### src/rtl/uart_byte_rx_if.sv
// -----------------------------------------------------------------------------
// uart_byte_rx_if
// Receive-side user bus of the UART byte receiver.
//   o_user_rx_data   received word, LSB = first data bit on the line
//   o_user_rx_valid  one-cycle strobe, o_user_rx_data valid in that cycle
//   o_rx_frame_err   one-cycle strobe on a bad stop bit
//   o_rx_parity_err  one-cycle strobe on a parity mismatch
//   o_rx_busy        high while a frame is being received
// Handshake: o_user_rx_valid is a pure strobe with no ready/backpressure.
// The consumer must take o_user_rx_data in the cycle o_user_rx_valid is
// high; the word then holds until the next good frame replaces it.
// Modports: master = receiver (drives), slave = user logic (observes).
// -----------------------------------------------------------------------------
interface uart_byte_rx_if #(
  parameter int P_UART_DATA_WIDTH = 8
);
  logic [P_UART_DATA_WIDTH-1:0] o_user_rx_data;
  logic                         o_user_rx_valid;
  logic                         o_rx_frame_err;
  logic                         o_rx_parity_err;
  logic                         o_rx_busy;

  modport master (
    output o_user_rx_data,
    output o_user_rx_valid,
    output o_rx_frame_err,
    output o_rx_parity_err,
    output o_rx_busy
  );

  modport slave (
    input o_user_rx_data,
    input o_user_rx_valid,
    input o_rx_frame_err,
    input o_rx_parity_err,
    input o_rx_busy
  );
endinterface

### src/rtl/uart_byte_rx.sv
// -----------------------------------------------------------------------------
// uart_byte_rx
// Standalone UART receiver running on the system clock. It samples the line
// in the middle of each bit, rejects short start-bit glitches, and flags bad
// stop bits (and parity mismatches when parity is compiled in).
// Optional feature macro: UART_PARITY_EN (adds a parity bit after the data).
// Ports:
//   i_clk        system clock
//   i_rst        synchronous, active-high reset
//   i_uart_rx    asynchronous serial line, idle high
//   rx_if        user bus (master modport), see uart_byte_rx_if
//   o_dbg_state  current FSM state, for observation only
// -----------------------------------------------------------------------------
module uart_byte_rx #(
  parameter int P_SYSTEM_CLK      = 50_000_000,
  parameter int P_UART_BUADRATE   = 9600,
  parameter int P_UART_DATA_WIDTH = 8,
  parameter int P_UART_STOP_WIDTH = 1,
  parameter int P_UART_CHECK      = 0
) (
  input  logic                  i_clk,
  input  logic                  i_rst,
  input  logic                  i_uart_rx,
  uart_byte_rx_if.master        rx_if,
  output logic [2:0]            o_dbg_state
);

  localparam int P_BIT_CNT  = P_SYSTEM_CLK / P_UART_BUADRATE;
  localparam int P_HALF_CNT = P_BIT_CNT / 2;
  localparam int CNT_W      = $clog2(P_BIT_CNT);
  localparam int BITS_W     = $clog2(P_UART_DATA_WIDTH + 1);
  localparam int W          = P_UART_DATA_WIDTH;

  typedef enum logic [2:0] {
    S_IDLE   = 3'd0,
    S_START  = 3'd1,
    S_DATA   = 3'd2,
`ifdef UART_PARITY_EN
    S_PARITY = 3'd3,
`endif
    S_STOP   = 3'd4
  } state_e;

  state_e             state_q, state_d;
  logic [CNT_W-1:0]   cnt_q, cnt_d;
  logic [BITS_W-1:0]  bits_q, bits_d;
  logic [W-1:0]       shreg_q, shreg_d;
  logic [W-1:0]       data_q, data_d;
  logic               ferr_acc_q, ferr_acc_d;
  logic               valid_q, valid_d;
  logic               ferr_q, ferr_d;
  logic               perr_q, perr_d;
  logic               busy_q, busy_d;
  logic               sync1_q, sync2_q, prev_q;
  logic               bit_tick, half_tick, frame_bad, parity_bad;

`ifdef UART_PARITY_EN
  logic               parity_bit_q, parity_bit_d;
  // Expected parity: XOR of data bits, inverted for odd sense.
  assign parity_bad = parity_bit_q != ((^shreg_q) ^ (P_UART_CHECK != 0));
`else
  assign parity_bad = 1'b0;
`endif

  assign bit_tick  = (cnt_q == CNT_W'(P_BIT_CNT - 1));
  assign half_tick = (cnt_q == CNT_W'(P_HALF_CNT - 1));
  // A frame is bad if any earlier stop sample or the current one was low.
  assign frame_bad = ferr_acc_q | ~sync2_q;

  always_comb begin
    state_d    = state_q;
    cnt_d      = cnt_q;
    bits_d     = bits_q;
    shreg_d    = shreg_q;
    data_d     = data_q;
    ferr_acc_d = ferr_acc_q;
    valid_d    = 1'b0;
    ferr_d     = 1'b0;
    perr_d     = 1'b0;
`ifdef UART_PARITY_EN
    parity_bit_d = parity_bit_q;
`endif
    case (state_q)
      S_IDLE: begin
        cnt_d      = '0;
        bits_d     = '0;
        ferr_acc_d = 1'b0;
        if (prev_q && !sync2_q) state_d = S_START;
      end
      S_START: begin
        if (half_tick) begin
          cnt_d   = '0;
          // Line back high at mid start bit: treat as a glitch.
          state_d = sync2_q ? S_IDLE : S_DATA;
        end else begin
          cnt_d = cnt_q + 1'b1;
        end
      end
      S_DATA: begin
        if (bit_tick) begin
          cnt_d   = '0;
          shreg_d = {sync2_q, shreg_q[W-1:1]};
          if (bits_q == BITS_W'(W - 1)) begin
            bits_d = '0;
`ifdef UART_PARITY_EN
            state_d = S_PARITY;
`else
            state_d = S_STOP;
`endif
          end else begin
            bits_d = bits_q + 1'b1;
          end
        end else begin
          cnt_d = cnt_q + 1'b1;
        end
      end
`ifdef UART_PARITY_EN
      S_PARITY: begin
        if (bit_tick) begin
          cnt_d        = '0;
          parity_bit_d = sync2_q;
          state_d      = S_STOP;
        end else begin
          cnt_d = cnt_q + 1'b1;
        end
      end
`endif
      S_STOP: begin
        if (bit_tick) begin
          cnt_d = '0;
          if (bits_q == BITS_W'(P_UART_STOP_WIDTH - 1)) begin
            state_d = S_IDLE;
            ferr_d  = frame_bad;
            perr_d  = parity_bad;
            valid_d = !frame_bad && !parity_bad;
            if (!frame_bad && !parity_bad) data_d = shreg_q;
          end else begin
            bits_d     = bits_q + 1'b1;
            ferr_acc_d = frame_bad;
          end
        end else begin
          cnt_d = cnt_q + 1'b1;
        end
      end
      default: state_d = S_IDLE;
    endcase
    // Registered so busy falls in the same cycle the end-of-frame strobe rises.
    busy_d = (state_d != S_IDLE);
  end

  always_ff @(posedge i_clk) begin
    if (i_rst) begin
      sync1_q    <= 1'b1;
      sync2_q    <= 1'b1;
      prev_q     <= 1'b1;
      state_q    <= S_IDLE;
      cnt_q      <= '0;
      bits_q     <= '0;
      shreg_q    <= '0;
      data_q     <= '0;
      ferr_acc_q <= 1'b0;
      valid_q    <= 1'b0;
      ferr_q     <= 1'b0;
      perr_q     <= 1'b0;
      busy_q     <= 1'b0;
`ifdef UART_PARITY_EN
      parity_bit_q <= 1'b0;
`endif
    end else begin
      sync1_q    <= i_uart_rx;
      sync2_q    <= sync1_q;
      prev_q     <= sync2_q;
      state_q    <= state_d;
      cnt_q      <= cnt_d;
      bits_q     <= bits_d;
      shreg_q    <= shreg_d;
      data_q     <= data_d;
      ferr_acc_q <= ferr_acc_d;
      valid_q    <= valid_d;
      ferr_q     <= ferr_d;
      perr_q     <= perr_d;
      busy_q     <= busy_d;
`ifdef UART_PARITY_EN
      parity_bit_q <= parity_bit_d;
`endif
    end
  end

  assign rx_if.o_user_rx_data  = data_q;
  assign rx_if.o_user_rx_valid = valid_q;
  assign rx_if.o_rx_frame_err  = ferr_q;
  assign rx_if.o_rx_parity_err = perr_q;
  assign rx_if.o_rx_busy       = busy_q;
  assign o_dbg_state           = state_q;

endmodule
### src/flat_wrapper.sv
// flat-port wrapper written by rule: the top's interface ports become plain ports
module uart_byte_rx_flat 
#(
  parameter int P_SYSTEM_CLK      = 50_000_000,
  parameter int P_UART_BUADRATE   = 9600,
  parameter int P_UART_DATA_WIDTH = 8,
  parameter int P_UART_STOP_WIDTH = 1,
  parameter int P_UART_CHECK      = 0
)
  (i_clk, i_rst, i_uart_rx, o_dbg_state, rx_if_o_user_rx_data, rx_if_o_user_rx_valid, rx_if_o_rx_frame_err, rx_if_o_rx_parity_err, rx_if_o_rx_busy);
  uart_byte_rx_if #(.P_UART_DATA_WIDTH(P_UART_DATA_WIDTH)) rx_if_i ();
  input  logic i_clk;
  input  logic i_rst;
  input  logic i_uart_rx;
  output logic [2:0] o_dbg_state;
  output wire logic [$bits(rx_if_i.o_user_rx_data)-1:0] rx_if_o_user_rx_data;
  output wire logic [$bits(rx_if_i.o_user_rx_valid)-1:0] rx_if_o_user_rx_valid;
  output wire logic [$bits(rx_if_i.o_rx_frame_err)-1:0] rx_if_o_rx_frame_err;
  output wire logic [$bits(rx_if_i.o_rx_parity_err)-1:0] rx_if_o_rx_parity_err;
  output wire logic [$bits(rx_if_i.o_rx_busy)-1:0] rx_if_o_rx_busy;
  assign rx_if_o_user_rx_data = rx_if_i.o_user_rx_data;
  assign rx_if_o_user_rx_valid = rx_if_i.o_user_rx_valid;
  assign rx_if_o_rx_frame_err = rx_if_i.o_rx_frame_err;
  assign rx_if_o_rx_parity_err = rx_if_i.o_rx_parity_err;
  assign rx_if_o_rx_busy = rx_if_i.o_rx_busy;
  uart_byte_rx #(.P_SYSTEM_CLK(P_SYSTEM_CLK), .P_UART_BUADRATE(P_UART_BUADRATE), .P_UART_DATA_WIDTH(P_UART_DATA_WIDTH), .P_UART_STOP_WIDTH(P_UART_STOP_WIDTH), .P_UART_CHECK(P_UART_CHECK)) u_core (.i_clk(i_clk), .i_rst(i_rst), .i_uart_rx(i_uart_rx), .rx_if(rx_if_i), .o_dbg_state(o_dbg_state));
endmodule
### config.mk
export PLATFORM = sky130hd
export DESIGN_NAME = uart_byte_rx_flat
export DESIGN_NICKNAME = d
export VERILOG_FILES = /design/src/rtl/uart_byte_rx_if.sv /design/src/rtl/uart_byte_rx.sv /design/src/flat_wrapper.sv
export SDC_FILE = /design/constraint.sdc
export NUM_CORES = 1
export LEC_CHECK = 0
export BUFFER_PORTS_ARGS = -buffer_cell sky130_fd_sc_hd__buf_2
export CORE_UTILIZATION = 59
export CTS_BUF_LIST = sky130_fd_sc_hd__clkbuf_8
export CTS_CLUSTER_SIZE = 24
export DETAILED_ROUTE_END_ITERATION = 10
export PLACE_DENSITY_LB_ADDON = 0.25
export SYNTH_ARGS = -nofsm -noshare
export SYNTH_HDL_FRONTEND = slang
export SYNTH_SLANG_ARGS = --single-unit
### constraint.sdc
create_clock -name i_clk -period 5.9 [get_ports i_clk]
set_input_delay 1.18 -clock i_clk [delete_from_list [all_inputs] [get_ports i_clk]]
set_output_delay 1.18 -clock i_clk [all_outputs]
set_load 0.1 [all_outputs]
==> flow_metrics.py, run 1 <==
metrics = {
    "global_routing": {
        "grt_max_degree": 42,
        "antenna_found_initial": 0,
        "grt_pass1_vias": 1623,
        "grtUsageTotal": 0.244,
        "grt_pass1_wl_um": 7600,
        "grt-ovfl-total": 0,
    },
    "timing": {
        "hold_violations": 0,
        "min_period_over_period": 0.453,
        "setup_violations": 0,
        "post-route-min-period_ns": 2.67,
        "finClkSkew_ns": 0.00860,
        "slew_viol_final": 0,
        "setup_tns_ns": 0,
        "fmax_ghz": 0.374,
        "worst_pin_slew_ns": 0.719,
        "grt_setup_unrepaired": "false",
        "slew_headroom": 0.517,
    },
    "clock_network": {
        "cts_tree": "built",
        "numCtsBuffers": 5,
        "worstSkewPairLatency_ns": 0.29,
        "root_buffer": "clkbuf_8",
        "cts_hold_buf": 0,
        "cts-htree-levels": 2,
        "postCtsSetupBuffers": 0,
        "clk_pin_slew_worst_paths_ns": 0.08,
        "cts.path.max_buffers": 2,
        "cts_resized": 0,
        "cts.sinks": 43,
    },
    "floorplanning": {
        "row_count": 21,
        "die_height_um": 62.3,
        "dieArea_um2": 3880,
        "die_w_um": 62.3,
        "core_area_um2": 3420,
        "initial_core_util": 0.627,
        "io_pins": 18,
    },
    "setup_path": {
        "crit_required_ns": 4.72,
        "crit_buf_inv": 1,
        "start_kind": "flip-flop",
        "arrival_ns": 1.49,
        "cp.depth": 1,
        "path_max_fanout": 17,
        "cp-end-kind": "primary output",
        "critPathSlowestCell": "dfxtp_1",
        "critPathMaxStageDelay_ns": 0.68,
        "worstRegToRegCells": 6,
        "crit_family": "flip-flops",
        "path_cells": "buf_2",
        "critical_path_class": "reg -> out",
    },
    "routing": {
        "firstDrtPassIters": 4,
        "drcViolationCount": 0,
        "drt_first_iter_violations": 189,
        "vias_per_cell": 5.93,
        "ant_nets": 0,
        "wirelength_um": 4320,
        "wire_per_inst_um": 14.6,
        "vias": 1756,
    },
    "placed_design": {
        "dp.cells": 288,
        "gp_congestion": 0.899,
        "place_hpwl_um": 3020,
        "placed_area_um2": 2200,
        "port_buffers": 16,
    },
    "min_path": {
        "min_path_type": "reg -> reg",
        "hold_path_depth": 1,
    },
    "power": {
        "ir_worst_vdd_mv": 0.179,
        "power_uw": 497,
        "p_leak_nw": 0.859,
        "power.density_nw_per_um2": 217,
    },
    "finish": {
        "antennaDiodeCount": 0,
        "fin_area_um2": 2290,
        "nets": 255,
        "fin_cells": 296,
        "area_growth_pct": 6.78,
        "regArea_um2": 861,
        "num-fill-cells": 282,
        "final_util": 0.670,
        "multi_input_area_um2": 1180,
        "drive_gt1_frac": 0.128,
    },
    "flow_run": {
        "max_cap_viol_count": 0,
    },
    "logic_synthesis": {
        "synth-warning-count": 0,
        "ys_types": 50,
        "synthFlopType": "dfxtp_1",
        "async_flop_share": 0,
        "yosysSeqAreaShare": 0.402,
        "synth_cells": 241,
        "syn_nets": 247,
        "synth-edff-count": 0,
        "syn_avg_cell_area_um2": 8.89,
        "mappedNetlistArea_um2": 2140,
        "synth-seq-cells": 43,
    },
    "status": {
        "status": "complete, no violations",
    },
}
synthesized netlist by cell type, drive strengths merged (3+ instances only):
master	instances	area [µm²]
nand4	4	25.0
buf	3	30.0
nand3	11	67.6
a22o	3	26.3
clkbuf	12	47.6
or3	4	25.0
mux2i	20	200
nor4b	3	56.3
a31oi	9	56.3
or4	3	22.5
nor2	33	124
nor3	10	50.1
nor4	3	33.8
nand2b	4	25.0
nor4bb	3	30.0
and3	3	18.8
dfxtp	43	861
or2	3	18.8
inv	7	26.3
nand2	15	56.3
o21ai	5	25.0
ha	3	37.5
a21oi	5	25.0
nor2b	4	25.0
state kept, by name, summed over array words and instances (netlist names), 3 cells and up:
name                         flops
u_core.cnt_q                    13
u_core.rx_if.o_user_rx_data      8
u_core.shreg_q                   8
u_core.bits_q                    4
u_core.o_dbg_state               3
worst paths after layout:
path | startpoint | to | slack (ns)
worst max register to register | u_core.cnt_q[0] | u_core.rx_if.o_user_rx_data[6] | 3.54
worst min-delay path | u_core.sync1_q | u_core.sync2_q | 0.42
worst max-delay path | u_core.o_dbg_state[0] | o_dbg_state[0] | 3.23
worst min register to register | u_core.sync1_q | u_core.sync2_q | 0.42
stage by stage:
step | setup slack [ns] | hold WS, ns
floorplan | 3.35 | 0.389
global placement | 3.19 | 0.394
detailed placement | 3.17 | 0.399
CTS | 3.24 | 0.420
global route | 3.17 | 0.432
finish | 3.23 | 0.416
per-layer routing:
| metal | global-route usage | vias up | part of all wire |
|---|---|---|---|
| li1 | - | 886 | - |
| met1 | 0.341 | 802 | 0.49 |
| met2 | 0.367 | 54 | 0.44 |
| met3 | 0.0478 | 14 | 0.043 |
| met4 | 0.102 | 0 | 0.022 |
| met5 | 0 | - | 0 |
final cells by class:
cell class,count,area share
Sequential cell,43,0.376
Clock buffer,5,0.0301
Clock inverter,3,0.00711
Tap cell,46,0.0252
Timing Repair Buffer,16,0.0350
Multi-Input combinational cell,176,0.515
Inverter,7,0.0115
power by group:
group / internal, mW / switching (mW)
clock network: 0.0810 / 0.0974
registers: 0.292 / 0.00242
logic: 0.00511 / 0.0193
total: 0.378 / 0.119
cells in the final DEF, fill, tap and decap left out, drive strengths merged, types with 4 or more instances in the layout:
cell	n
a21oi	5
a31oi	9
buf	16
clkbuf	5
dfxtp	43
inv	8
mux2i	20
nand2	15
nand2b	4
nand3	11
nand4	4
nor2	33
nor2b	4
nor3	10
o21ai	5
or3	4
cells by family (layout without fill, tap and decap cells):
kind of cell,after synthesis,after routing,share of synthesized area
AOI/OAI and AO/OA,37,37,0.120
xor gates and xnor gates,2,2,0.00818
adders and majority gates,3,3,0.0175
buffers and inverters,22,31,0.0485
DFF,43,43,0.402
muxes,20,20,0.0935
other,1,1,0.00175
and+or+nand+nor,113,113,0.308
Power figures use the tool's default switching activity.
==> inputs of run 2 (changes only) <==
ABC_AREA = 1   (was unset)
CORE_UTILIZATION = 55   (was 59)
clock period = 2.35 ns   (was 5.9 ns; I/O delays follow)
==> run 2 against run 1 <==
Compared with the run above: final area is 3.3% higher; sequential cell count unchanged; via count up 7.5%; total power increased to 2.6 times the previous value; sequential power rose to 2.5 times the previous value; non-clock buffer count up 1; synthesized cell count grew 29%; core utilization decreased by 3.4 points; register-to-register slack got worse by 2.9 ns; sequential share of layout area is 1.2 points lower; largest cell class unchanged; largest power group unchanged.
==> flow_metrics.py, run 2 <==
metrics = {
    "finish": {
        "antennaDiodeCount": 0,
        "layout_common_cells": "77 x nand2_1, 44 x nor2_1, 43 x dfxtp_1",
        "top_register": "u_core.cnt_q",
        "largest_reg_flops": 13,
        "nets": 336,
        "layout_commonest_cell": "nand2_1",
        "area_growth_pct": 9.64,
        "drive_gt1_frac": 0.160,
        "final_util": 0.636,
        "fin_cells": 379,
    },
    "timing": {
        "worst_pin_slew_ns": 0.514,
        "post-route-min-period_ns": 1.70,
        "grt_setup_unrepaired": "false",
        "fmax_ghz": 0.587,
        "setup_violations": 0,
        "min_period_over_period": 0.726,
        "slew_viol_final": 0,
        "setup_slack_ns": 0.645,
        "finClkSkew_ns": 0.00732,
        "slew_headroom": 0.656,
        "setup_tns_ns": 0,
        "hold_violations": 0,
    },
    "routing": {
        "ant_nets": 0,
        "wire_per_inst_um": 11.2,
        "wirelength_um": 4240,
        "vias": 1887,
        "vias_per_cell": 4.98,
        "drcViolationCount": 0,
        "drt_first_iter_violations": 187,
        "firstDrtPassIters": 4,
    },
    "setup_path": {
        "regToRegEndpoint": "u_core.bits_q[1]",
        "path_max_fanout": 6,
        "critical_path_class": "reg -> reg",
        "r2r_start": "u_core.cnt_q[0]",
        "worstRegToRegCells": 11,
        "start_kind": "flip-flop",
        "crit_required_ns": 2.58,
        "crit_path_end": "u_core.bits_q[1]",
        "worstSetupStartpoint": "u_core.cnt_q[0]",
        "cp-end-kind": "flip-flop",
        "ff2ff_setup_slack_ns": 0.65,
        "arrival_ns": 1.94,
    },
    "clock_network": {
        "cts.path.max_buffers": 2,
        "worstSkewPairLatency_ns": 0.29,
        "postCtsSetupBuffers": 0,
        "cts-htree-levels": 2,
        "cts_hold_buf": 0,
        "root_buffer": "clkbuf_8",
        "numCtsBuffers": 5,
        "cts.sinks": 43,
        "cts_tree": "built",
        "clk_pin_slew_worst_paths_ns": 0.08,
        "cts_resized": 0,
    },
    "min_path": {
        "hold_path_depth": 2,
        "holdCritStartpoint": "i_uart_rx",
        "min_path_type": "in -> reg",
    },
    "global_routing": {
        "grt_max_degree": 19,
        "grtUsageTotal": 0.232,
        "antenna_found_initial": 0,
        "grt_pass1_vias": 1734,
        "grt-ovfl-total": 0,
        "grt_pass1_wl_um": 7470,
    },
    "logic_synthesis": {
        "synth-xor-area-share": 0.0244,
        "synth_area_leaders": "dfxtp_1 40%, nand2_1 13%, nor2_1 7.7%",
        "syn_avg_cell_area_um2": 6.91,
        "muxShareOfSynthArea": 0,
        "synth-compound-area-share": 0.0743,
        "synthAdderAreaFrac": 0.0174,
        "synth-edff-count": 0,
        "synth_cells": 312,
        "yosys.area.top_type": "dfxtp_1",
        "synth-seq-cells": 43,
        "synth_top_cells_by_count": "77 x nand2_1, 44 x nor2_1, 43 x dfxtp_1",
        "synth.most_common_cell": "nand2_1",
        "synth_top_cell_area_share": 0.400,
        "synthSimpleGateAreaFrac": 0.386,
        "yosysSeqAreaShare": 0.400,
        "synthFlopType": "dfxtp_1",
        "async_flop_share": 0,
        "ys_types": 30,
        "syn_nets": 318,
        "synth-warning-count": 0,
        "mappedNetlistArea_um2": 2150,
        "synth_top_family_by_area": "simple AND/OR/NAND/NOR gates",
    },
    "floorplanning": {
        "dieArea_um2": 4170,
        "io_pins": 18,
        "die_height_um": 64.6,
        "die_w_um": 64.6,
        "core_area_um2": 3720,
        "initial_core_util": 0.580,
        "row_count": 22,
    },
    "power": {
        "p_leak_nw": 1.16,
        "power_mw": 1.29,
        "power.density_nw_per_um2": 548,
        "ir_worst_vdd_mv": 0.443,
    },
    "placed_design": {
        "place_hpwl_um": 3140,
        "port_buffers": 16,
        "dp_slack_ns": 0.659,
        "gp_congestion": 0.878,
        "dp.cells": 371,
    },
    "flow_run": {
        "max_cap_viol_count": 0,
    },
    "status": {
        "status": "complete, no violations",
    },
}
==> run 2: cell types whose count changed in the layout (fill, tap and decap cells not counted), moves of 5 or more <==
cell,before,now
nand2_2,0,5
nand2_1,15,77
a21oi_1,5,10
nor2_1,33,44
o21ai_1,0,10
inv_2,0,7
inv_1,8,36
mux2i_1,20,0
nand3_1,10,23
a31oi_1,9,0
nor2_2,0,5
==> run 2: stage by stage <==
step	cell area [µm²]	hold WS, ns
floorplan	2150	0.389
global placement	2260	0.396
detailed placement	2260	0.425
CTS	2360	0.358
global route	2360	0.347
finish	2360	0.360
==> run 2: layout make-up <==
cell class	instances	area (µm²)
multi-input cells	218	1090
repair buffers	17	87.6
well taps	48	60.1
inverters	45	169
clock buffers	6	82.6
fillers	347	1350
clock inverters	2	16.3
flip-flops and latches	43	861
==> run 2: metal layers <==
layer  GRT usage  wire length (µm)  up-vias
met5           0                 0        -
met4      0.0778                33        0
met3      0.0634               204        2
met2       0.375              1950       37
met1       0.296              2060      840
li1            -                 -     1008
==> run 2: cells by family (layout without fill, tap and decap cells) <==
group / after synthesis / in the layout
compound gates: 29 / 29
flops: 43 / 43
simple gates: 179 / 179
buf+inv: 51 / 70
other cells: 1 / 1
fa+ha+maj: 3 / 3
xor+xnor: 6 / 6
==> run 2: power by group <==
group	total, mW	leakage, nW	internal [mW]	switching, mW
registers	0.736	0.347	0.733	0.00355
logic	0.0577	0.766	0.0115	0.0462
clock network	0.500	0.0474	0.240	0.260
total	1.29	1.16	0.984	0.309
==> run 2: worst min path at each step <==
stage / endpoint / slack, ns
CTS: u_core.sync1_q / 0.36
global placement: u_core.sync2_q / 0.40
floorplan: u_core.sync2_q / 0.39
global route: u_core.sync1_q / 0.35
finish: u_core.sync1_q / 0.36
detailed placement: u_core.sync2_q / 0.43
==> run 2: worst max-delay path, stage by stage, from the launching register on <==
cell and delay (ns):
dfxtp_1 0.38, ha_1 0.20, nand2_1 0.10, clkinv_1 0.06, nand2_2 0.05, nor2_4 0.17
nand3_1 0.11, nand2_1 0.19, nand2_1 0.15, nand2_1 0.09, nand2_1 0.05, nor2_1 0.07
